==> src/rtl/i2c_target_regs.sv <==
// I2C target with pointer-then-data register protocol and a local register port.
// Define I2C_TGT_GLITCH_FILTER_EN to add a 3-sample majority filter on scl/sda.
module i2c_target_regs #(
    parameter logic [6:0] DEV_ADDR = 7'h3C,
    parameter int         NUM_REGS = 16,
    parameter int         AW       = 4
) (
    input  logic          clk,
    input  logic          rst_n,
    input  logic          scl_i,
    input  logic          sda_i,
    output logic          sda_oe,
    input  logic          lcl_we,
    input  logic [AW-1:0] lcl_addr,
    input  logic [7:0]    lcl_wdata,
    output logic [7:0]    lcl_rdata,
    output logic          wr_stb,
    output logic [AW-1:0] wr_addr,
    output logic          busy
);

    typedef enum logic [3:0] {
        S_IDLE,
        S_ADDR,
        S_ADDR_ACK,
        S_PTR,
        S_PTR_ACK,
        S_WR,
        S_WR_ACK,
        S_RD,
        S_RD_MACK,
        S_RD_NEXT,
        S_WAIT
    } state_e;

    state_e state_q, state_d;

    logic scl_s1_q, scl_s2_q;
    logic sda_s1_q, sda_s2_q;
    logic scl_f, sda_f;
    logic scl_p_q, sda_p_q;

    logic scl_rise, scl_fall;
    logic start, stop;

    logic [3:0]    cnt_q, cnt_d;
    logic [7:0]    shift_q, shift_d;
    logic [AW-1:0] ptr_q, ptr_d;
    logic          sda_oe_q, sda_oe_d;
    logic          busy_q, busy_d;
    logic          wr_stb_q, wr_stb_d;
    logic [AW-1:0] wr_addr_q, wr_addr_d;

    logic [7:0] regs_q [NUM_REGS];

    logic       bus_we;
    logic [7:0] bus_wdata;
    logic [7:0] shift_in;
    logic [7:0] rd_byte;
    logic       byte_done;
    logic       addr_hit;

    always_ff @(posedge clk) begin
        if (!rst_n) begin
            scl_s1_q <= 1'b1;
            scl_s2_q <= 1'b1;
            sda_s1_q <= 1'b1;
            sda_s2_q <= 1'b1;
        end else begin
            scl_s1_q <= scl_i;
            scl_s2_q <= scl_s1_q;
            sda_s1_q <= sda_i;
            sda_s2_q <= sda_s1_q;
        end
    end

`ifdef I2C_TGT_GLITCH_FILTER_EN
    logic [1:0] scl_h_q, sda_h_q;
    logic       scl_m_q, sda_m_q;

    always_ff @(posedge clk) begin
        if (!rst_n) begin
            scl_h_q <= 2'b11;
            sda_h_q <= 2'b11;
            scl_m_q <= 1'b1;
            sda_m_q <= 1'b1;
        end else begin
            scl_h_q <= {scl_h_q[0], scl_s2_q};
            sda_h_q <= {sda_h_q[0], sda_s2_q};
            scl_m_q <= (scl_s2_q & scl_h_q[0]) |
                       (scl_s2_q & scl_h_q[1]) |
                       (scl_h_q[0] & scl_h_q[1]);
            sda_m_q <= (sda_s2_q & sda_h_q[0]) |
                       (sda_s2_q & sda_h_q[1]) |
                       (sda_h_q[0] & sda_h_q[1]);
        end
    end

    assign scl_f = scl_m_q;
    assign sda_f = sda_m_q;
`else
    assign scl_f = scl_s2_q;
    assign sda_f = sda_s2_q;
`endif

    always_ff @(posedge clk) begin
        if (!rst_n) begin
            scl_p_q <= 1'b1;
            sda_p_q <= 1'b1;
        end else begin
            scl_p_q <= scl_f;
            sda_p_q <= sda_f;
        end
    end

    assign scl_rise = scl_f & ~scl_p_q;
    assign scl_fall = ~scl_f & scl_p_q;
    assign start    = scl_f & scl_p_q & sda_p_q & ~sda_f;
    assign stop     = scl_f & scl_p_q & ~sda_p_q & sda_f;

    assign shift_in  = {shift_q[6:0], sda_f};
    assign bus_wdata = shift_in;
    assign rd_byte   = regs_q[ptr_q];
    assign byte_done = (cnt_q == 4'd8);
    assign addr_hit  = (shift_q[7:1] == DEV_ADDR);

    always_ff @(posedge clk) begin
        if (!rst_n) begin
            state_q <= S_IDLE;
        end else begin
            state_q <= state_d;
        end
    end

    always_comb begin
        state_d = state_q;
        if (start) begin
            state_d = S_ADDR;
        end else if (stop) begin
            state_d = S_IDLE;
        end else begin
            unique case (state_q)
                S_ADDR: begin
                    if (scl_fall && byte_done) begin
                        state_d = addr_hit ? S_ADDR_ACK : S_IDLE;
                    end
                end
                S_ADDR_ACK: begin
                    if (scl_fall) begin
                        state_d = shift_q[0] ? S_RD : S_PTR;
                    end
                end
                S_PTR: begin
                    if (scl_fall && byte_done) begin
                        state_d = S_PTR_ACK;
                    end
                end
                S_PTR_ACK: begin
                    if (scl_fall) begin
                        state_d = S_WR;
                    end
                end
                S_WR: begin
                    if (scl_fall && byte_done) begin
                        state_d = S_WR_ACK;
                    end
                end
                S_WR_ACK: begin
                    if (scl_fall) begin
                        state_d = S_WR;
                    end
                end
                S_RD: begin
                    if (scl_fall && byte_done) begin
                        state_d = S_RD_MACK;
                    end
                end
                S_RD_MACK: begin
                    if (scl_rise) begin
                        state_d = sda_f ? S_WAIT : S_RD_NEXT;
                    end
                end
                S_RD_NEXT: begin
                    if (scl_fall) begin
                        state_d = S_RD;
                    end
                end
                default: begin
                    state_d = state_q;
                end
            endcase
        end
    end

    always_comb begin
        cnt_d     = cnt_q;
        shift_d   = shift_q;
        ptr_d     = ptr_q;
        sda_oe_d  = sda_oe_q;
        busy_d    = busy_q;
        wr_stb_d  = 1'b0;
        wr_addr_d = wr_addr_q;
        bus_we    = 1'b0;
        if (start) begin
            cnt_d    = 4'd0;
            busy_d   = 1'b0;
            sda_oe_d = 1'b0;
        end else if (stop) begin
            busy_d   = 1'b0;
            sda_oe_d = 1'b0;
        end else begin
            unique case (state_q)
                S_ADDR: begin
                    if (scl_rise) begin
                        shift_d = shift_in;
                        cnt_d   = cnt_q + 4'd1;
                    end
                    if (scl_fall && byte_done) begin
                        sda_oe_d = addr_hit;
                        busy_d   = addr_hit;
                    end
                end
                S_PTR: begin
                    if (scl_rise) begin
                        shift_d = shift_in;
                        cnt_d   = cnt_q + 4'd1;
                    end
                    if (scl_fall && byte_done) begin
                        sda_oe_d = 1'b1;
                        ptr_d    = shift_q[AW-1:0];
                    end
                end
                S_WR: begin
                    if (scl_rise) begin
                        shift_d = shift_in;
                        cnt_d   = cnt_q + 4'd1;
                        if (cnt_q == 4'd7) begin
                            bus_we    = 1'b1;
                            wr_stb_d  = 1'b1;
                            wr_addr_d = ptr_q;
                            ptr_d     = ptr_q + AW'(1);
                        end
                    end
                    if (scl_fall && byte_done) begin
                        sda_oe_d = 1'b1;
                    end
                end
                S_ADDR_ACK, S_PTR_ACK, S_WR_ACK, S_RD_NEXT: begin
                    if (scl_fall) begin
                        cnt_d    = 4'd0;
                        sda_oe_d = 1'b0;
                        // Read bytes are captured at the fall that ends the ACK slot.
                        if (state_q == S_RD_NEXT ||
                            (state_q == S_ADDR_ACK && shift_q[0])) begin
                            shift_d  = rd_byte;
                            sda_oe_d = ~rd_byte[7];
                        end
                    end
                end
                S_RD: begin
                    if (scl_rise) begin
                        cnt_d = cnt_q + 4'd1;
                    end
                    if (scl_fall) begin
                        if (byte_done) begin
                            sda_oe_d = 1'b0;
                        end else begin
                            shift_d  = {shift_q[6:0], 1'b0};
                            sda_oe_d = ~shift_q[6];
                        end
                    end
                end
                S_RD_MACK: begin
                    if (scl_rise) begin
                        ptr_d = ptr_q + AW'(1);
                    end
                end
                default: begin
                    cnt_d = cnt_q;
                end
            endcase
        end
    end

    always_ff @(posedge clk) begin
        if (!rst_n) begin
            cnt_q     <= 4'd0;
            shift_q   <= 8'h00;
            ptr_q     <= '0;
            sda_oe_q  <= 1'b0;
            busy_q    <= 1'b0;
            wr_stb_q  <= 1'b0;
            wr_addr_q <= '0;
        end else begin
            cnt_q     <= cnt_d;
            shift_q   <= shift_d;
            ptr_q     <= ptr_d;
            sda_oe_q  <= sda_oe_d;
            busy_q    <= busy_d;
            wr_stb_q  <= wr_stb_d;
            wr_addr_q <= wr_addr_d;
        end
    end

    // Bus write is issued last so it wins a same-address collision.
    always_ff @(posedge clk) begin
        if (!rst_n) begin
            for (int i = 0; i < NUM_REGS; i++) begin
                regs_q[i] <= 8'h00;
            end
        end else begin
            if (lcl_we) begin
                regs_q[lcl_addr] <= lcl_wdata;
            end
            if (bus_we) begin
                regs_q[ptr_q] <= bus_wdata;
            end
        end
    end

    assign sda_oe    = sda_oe_q;
    assign busy      = busy_q;
    assign wr_stb    = wr_stb_q;
    assign wr_addr   = wr_addr_q;
    assign lcl_rdata = regs_q[lcl_addr];

endmodule

==> config.mk <==
export PLATFORM = sky130hd
export DESIGN_NAME = i2c_target_regs
export DESIGN_NICKNAME = d
export VERILOG_FILES = /design/src/rtl/i2c_target_regs.sv
export SDC_FILE = /design/constraint.sdc
export NUM_CORES = 1
export LEC_CHECK = 0
export BUFFER_PORTS_ARGS = -buffer_cell sky130_fd_sc_hd__buf_2
export CORE_MARGIN = 2
export CORE_UTILIZATION = 40
export CTS_BUF_LIST = sky130_fd_sc_hd__clkbuf_2
export DETAILED_ROUTE_END_ITERATION = 10
export GPL_TIMING_DRIVEN = 1
export PLACE_DENSITY = 0.55
export SLEW_MARGIN = 25
export SYNTH_ARGS = -nofsm -noshare
export SYNTH_HDL_FRONTEND = slang
export SYNTH_SLANG_ARGS = --single-unit
==> constraint.sdc <==
create_clock -name clk -period 4.4 [get_ports clk]
set_input_delay 1.32 -clock clk [delete_from_list [all_inputs] [get_ports clk]]
set_output_delay 1.32 -clock clk [all_outputs]
set_load 0.005 [all_outputs]
# Yosys cells after proc, flatten, opt, wreduce, memory -nomap -nowiden
# Memory sizes are Yosys's and may differ from the RTL's. A register that Yosys moved wholly into a read port is not among the register bits.
# Index checks and enable logic that the tools add are counted.
totals:
  output_inout_bits: 15
  n_memories: 1
  in_bits: 17
  elab_cells: 152
  regBits: 33
  ramBits: 128
classes:
  muxes: 55
  bitwise: 16
  n_addsub: 2
  eq_ne: 37
  reduce_logical: 26
mem_list:
  columns: ["memory", "depth", "word_bits", "rd", "rd_ports_with_merged_regs", "wr", "line_no", "source"]
  rows:
  - ["regs_q", 16, 8, 2, 1, 16, "54", "logic [7:0] regs_q [NUM_REGS];"]
op_table:
  columns: ["cell", "count"]
  rows:
  - ["$mux W4", 18]
  - ["$mux W8", 7]
  - ["$pmux W4 S8", 1]
  - ["$ne A4 B4 Y1 const B", 7]
  - ["$ne A2 B2 Y1 const B", 13]
  - ["$pmux W8 S3", 1]
  - ["$mux W1", 22]
  - ["$eq A4 B3 Y1 const B", 5]
  - ["$reduce_and A9 Y1", 2]
  - ["$reduce_or A8 Y1", 2]
  - ["$eq A4 B4 Y1 const B", 3]
  - ["$pmux W4 S3", 1]
  - ["$reduce_and A5 Y1", 2]
  - ["$reduce_bool A10 Y1", 1]
  - ["$not A1 Y1", 9]
  - ["$add A4 B1 Y4 const B", 2]
  - ["$eq A4 B2 Y1 const B", 2]
  - ["$ne A2 B1 Y1 const B", 4]
  - ["$pmux W4 S2", 1]
  - ["$reduce_and A8 Y1", 1]
  - ["$reduce_bool A8 Y1", 1]
  - ["$reduce_or A4 Y1", 2]
  - ["$and A1 B1 Y1", 7]
  - ["$eq A7 B6 Y1 const B", 1]
  - ["15 further kinds", 21]

# Logic depth before layout (Yosys ltp)
logic_depth:
  word_depth: 11
  ltp_mapped: 8
  depth_no_buf: 7

# Worst setup path after synthesis
# Ideal clock, no wire load.
synth_timing:
  kind: "input -> output"
  from: "input port lcl_addr[0]"
  to: "output port lcl_rdata[0]"
  path_buffers: 1
  stages: 3
  t_required_ns: 3.080
  setup_slack_ns: 0.211
  arrival_time_ns: 2.869
  path_cell_list: "buf_1 mux4_2 mux4_2"
synth_via:
  elab_chain_len: 1
synth_lines:
  columns: ["item", "line_no", "source"]
  rows:
  - ["start, declared", "14", "input logic [AW-1:0] lcl_addr,"]
  - ["$mem_v2 Z16 W8", null, null]
  - ["end, declared", "16", "output logic [7:0] lcl_rdata,"]
# No other way between the ends.

# Worst setup path in the final report
# Same ends and word-level chain as after synthesis.

==> results.sh <==
export IMPL_crit_path_top_delay_cell="mux4_2"
export IMPL_routedWlPerCell_microns=24.8
export IMPL_via_count=8241
export IMPL_layout_drive_gt1_share=0.211
export IMPL_clk_latency_ps=780
export IMPL_cp_startpoint="lcl_addr[0]"
export IMPL_reg2reg_to="regs_q[8][3]"
export IMPL_fin_worst_skew_ps=40.3
export IMPL_postRouteAntennaNets=0
export IMPL_pre_cts_ws_ps=129
export IMPL_path_clk_slew_ps=250
export IMPL_hold_violations=0
export IMPL_p_leak_nw=3.54
export IMPL_rr_startpoint="state_q[1]"
export IMPL_comb_power_share=0.099
export IMPL_hold_worst_slack_ps=421
export IMPL_drcViolationCount=0
export IMPL_rows=59
export IMPL_final_common_cell="nand2_1"
export IMPL_layout_nets=1030
export IMPL_synth_async_sr_flop_share=0
export IMPL_drt_iter0_drc=1047
export IMPL_syn_inst=1012
export IMPL_p_per_area_nw_per_um2=277
export IMPL_ir_worst_vdd_v=0.000161
export IMPL_power_internal_mw=2.27
export IMPL_gp_congestion=0.961
export IMPL_cap_violations=0
export IMPL_postPlaceCellArea_sq_um=10900
export IMPL_crit_arrival_ps=2930
export IMPL_p_sw_uw=839
export IMPL_final_core_util=0.432
export IMPL_syn_nets=1035
export IMPL_relSlewSlack=0.303
export IMPL_finalSetupViolCount=0
export IMPL_synth_distinct_cells=71
export IMPL_rr_worst_depth=5
export IMPL_cp_max_fo=20
export IMPL_cts_repair_resized=0
export IMPL_io_pins=32
export IMPL_end_kind="primary output"
export IMPL_finalCriticalPeriod_ps=4250
export IMPL_die_w_microns=166
export IMPL_core_sq_um=26000
export IMPL_h_tree_depth=4
export IMPL_synthToLayoutAreaGrowth_pct=6.49
export IMPL_status="finished clean"
export IMPL_start_util=0.406
export IMPL_critical_path_class="in -> out"
export IMPL_synth_seq_cells=165
export IMPL_die_h_microns=166
export IMPL_placed_cells_incl_taps=1323
export IMPL_final_area_sq_um=11200
export IMPL_cts_sinks=165
export IMPL_port_buffers=31
export IMPL_setup_ws_ps=148
export IMPL_grt_pass1_wl_mm=50.0
export IMPL_synth_area_sq_um=10500
export IMPL_grt_antenna_before_repair=2
export IMPL_grt_overflow_total=0
export IMPL_cp_start_kind="input pin"
export IMPL_max_stage_delay_ps=520
export IMPL_ys_seq_area_frac=0.435
export IMPL_grt_pass1_vias=7671
export IMPL_cts_root_buf="clkbuf_2"
export IMPL_grt_start_max_net_pins=32
export IMPL_grt_util_all_layers=0.244
export IMPL_power_frac_clock=0.315
export IMPL_setup_tns_ps=0
export IMPL_drt_wl_total_mm=33.7
export IMPL_design_die_area_sq_um=27700
export IMPL_worstPathCellList="buf_2 > buf_12 > mux4_2 > mux4_2 > buf_2"
export IMPL_ys_warn_count=0
export IMPL_hold_path_class="reg -> reg"
export IMPL_critPathCapture="lcl_rdata[0]"
export IMPL_fmax_ghz=0.235
export IMPL_cts_tree="yes"
export IMPL_switching_share=0.270
export IMPL_hpwl_mm=23.7
export IMPL_numCtsBuffers=17
export IMPL_synth_ff_type="edfxtp_1"
export IMPL_drtPass1Iterations=7
export IMPL_hold_buffers=0
export IMPL_seqPwrFrac=0.586
export IMPL_synth_area_per_cell_sq_um=10.4
export IMPL_post_cts_buffers=0
export IMPL_period_share=0.966
export IMPL_worst_ep_required_time_ps=3080
export IMPL_drv_slew=0
export IMPL_fin_cells=1356
export IMPL_vias_per_cell=6.08
export IMPL_mostFrequentLayoutCells="nand2_1, edfxtp_1, o21ai_0"
export IMPL_worstMarginPinSlew_ps=1040
export IMPL_reg2reg_slack_ps=1180
export IMPL_power_mw=3.11
export IMPL_grt_setup_unrepaired="no"
export IMPL_synth_edf_count=128
export IMPL_clockBufferDepth=2
## Yosys cell counts (all sizes together) (2+ instances only)
cell	instances	area (sq um)
buf	73	468
o22ai	2	18.8
mux2	9	101
or3	17	106
mux2i	15	150
mux4	72	1620
and2	8	50.1
o32ai	2	17.5
ha	6	75.1
a211oi	4	30.0
nor4	19	365
nand2	273	1020
o31ai	3	22.5
o21a	5	37.5
nand4bb	2	22.5
a32o	2	20.0
nand3	5	25.0
edfxtp	128	3840
a31oi	7	43.8
nand2b	9	56.3
a221oi	6	52.6
nand4	4	40.0
o211ai	4	30.0
nand3b	4	30.0
and3	2	12.5
nor3b	8	60.1
o2111ai	2	17.5
or2	4	25.0
inv	15	56.3
o21ai	145	733
clkbuf	27	101
a21oi	23	126
nor2	28	105
nor2b	9	56.3
dfxtp	37	741
nor3	10	50.1
## how the worst min path moves through the flow
stage | startpoint | to | slack, ps | depth (start not counted)
detailed placement | sda_s1_q | sda_f | 400 | 1
CTS | sda_s1_q | sda_f | 450 | 1
global placement | sda_s1_q | sda_f | 390 | 1
global route | scl_s1_q | scl_f | 470 | 1
floorplan | scl_s1_q | scl_f | 390 | 1
finish | sda_s1_q | sda_f | 420 | 1
## sequential cells by signal, summed over array words and instances (netlist names), named ones only
signal / count
cnt_q: 4
sda_f: 1
sda_p_q: 1
scl_f: 1
sda_oe: 1
wr_stb: 1
busy: 1
state_q: 4
sda_s1_q: 1
ptr_q: 4
scl_s1_q: 1
regs_q: 128
wr_addr: 4
scl_p_q: 1
shift_q: 8
## cells by family after synthesis
kind of cell	Yosys count	share of synthesized area
fa+ha+maj	7	0.00807
flops	165	0.435
simple gates	411	0.200
compound gates	217	0.119
buf+inv	115	0.0593
xor+xnor	1	0.000830
mux	96	0.178
## final cells by class
cell class                      count  area [sq um]
Antenna cell                        1          2.50
Clock buffer                       17          85.1
Clock inverter                     15           201
Fill cell                        2425         14800
Inverter                           15          56.3
Multi-Input combinational cell    732          5350
Sequential cell                   165          4590
Tap cell                          335           419
Timing Repair Buffer               76           531
## metal layers
metal	vias to the layer above	share of wire	routed length, microns	global-route usage
li1	3705	-	-	-
met1	4038	0.44	14800	0.351
met2	399	0.45	15200	0.371
met3	97	0.070	2360	0.0343
met4	2	0.039	1310	0.102
met5	-	0.00033	11	0
## power by group through the flow
stage	registers, mW	logic (mW)	clock network [mW]
floorplan	1.80	0.219	0
global route	1.82	0.324	1.05
CTS	1.82	0.307	0.990
finish	1.82	0.308	0.979
detailed placement	1.85	0.306	0
global placement	1.86	0.301	0
## critical path, delay by kind of cell
family                 cells  cell delay [ps]
buffers and inverters      3              570
muxes                      2             1030
Note: power is estimated with default switching activity, not from simulation.
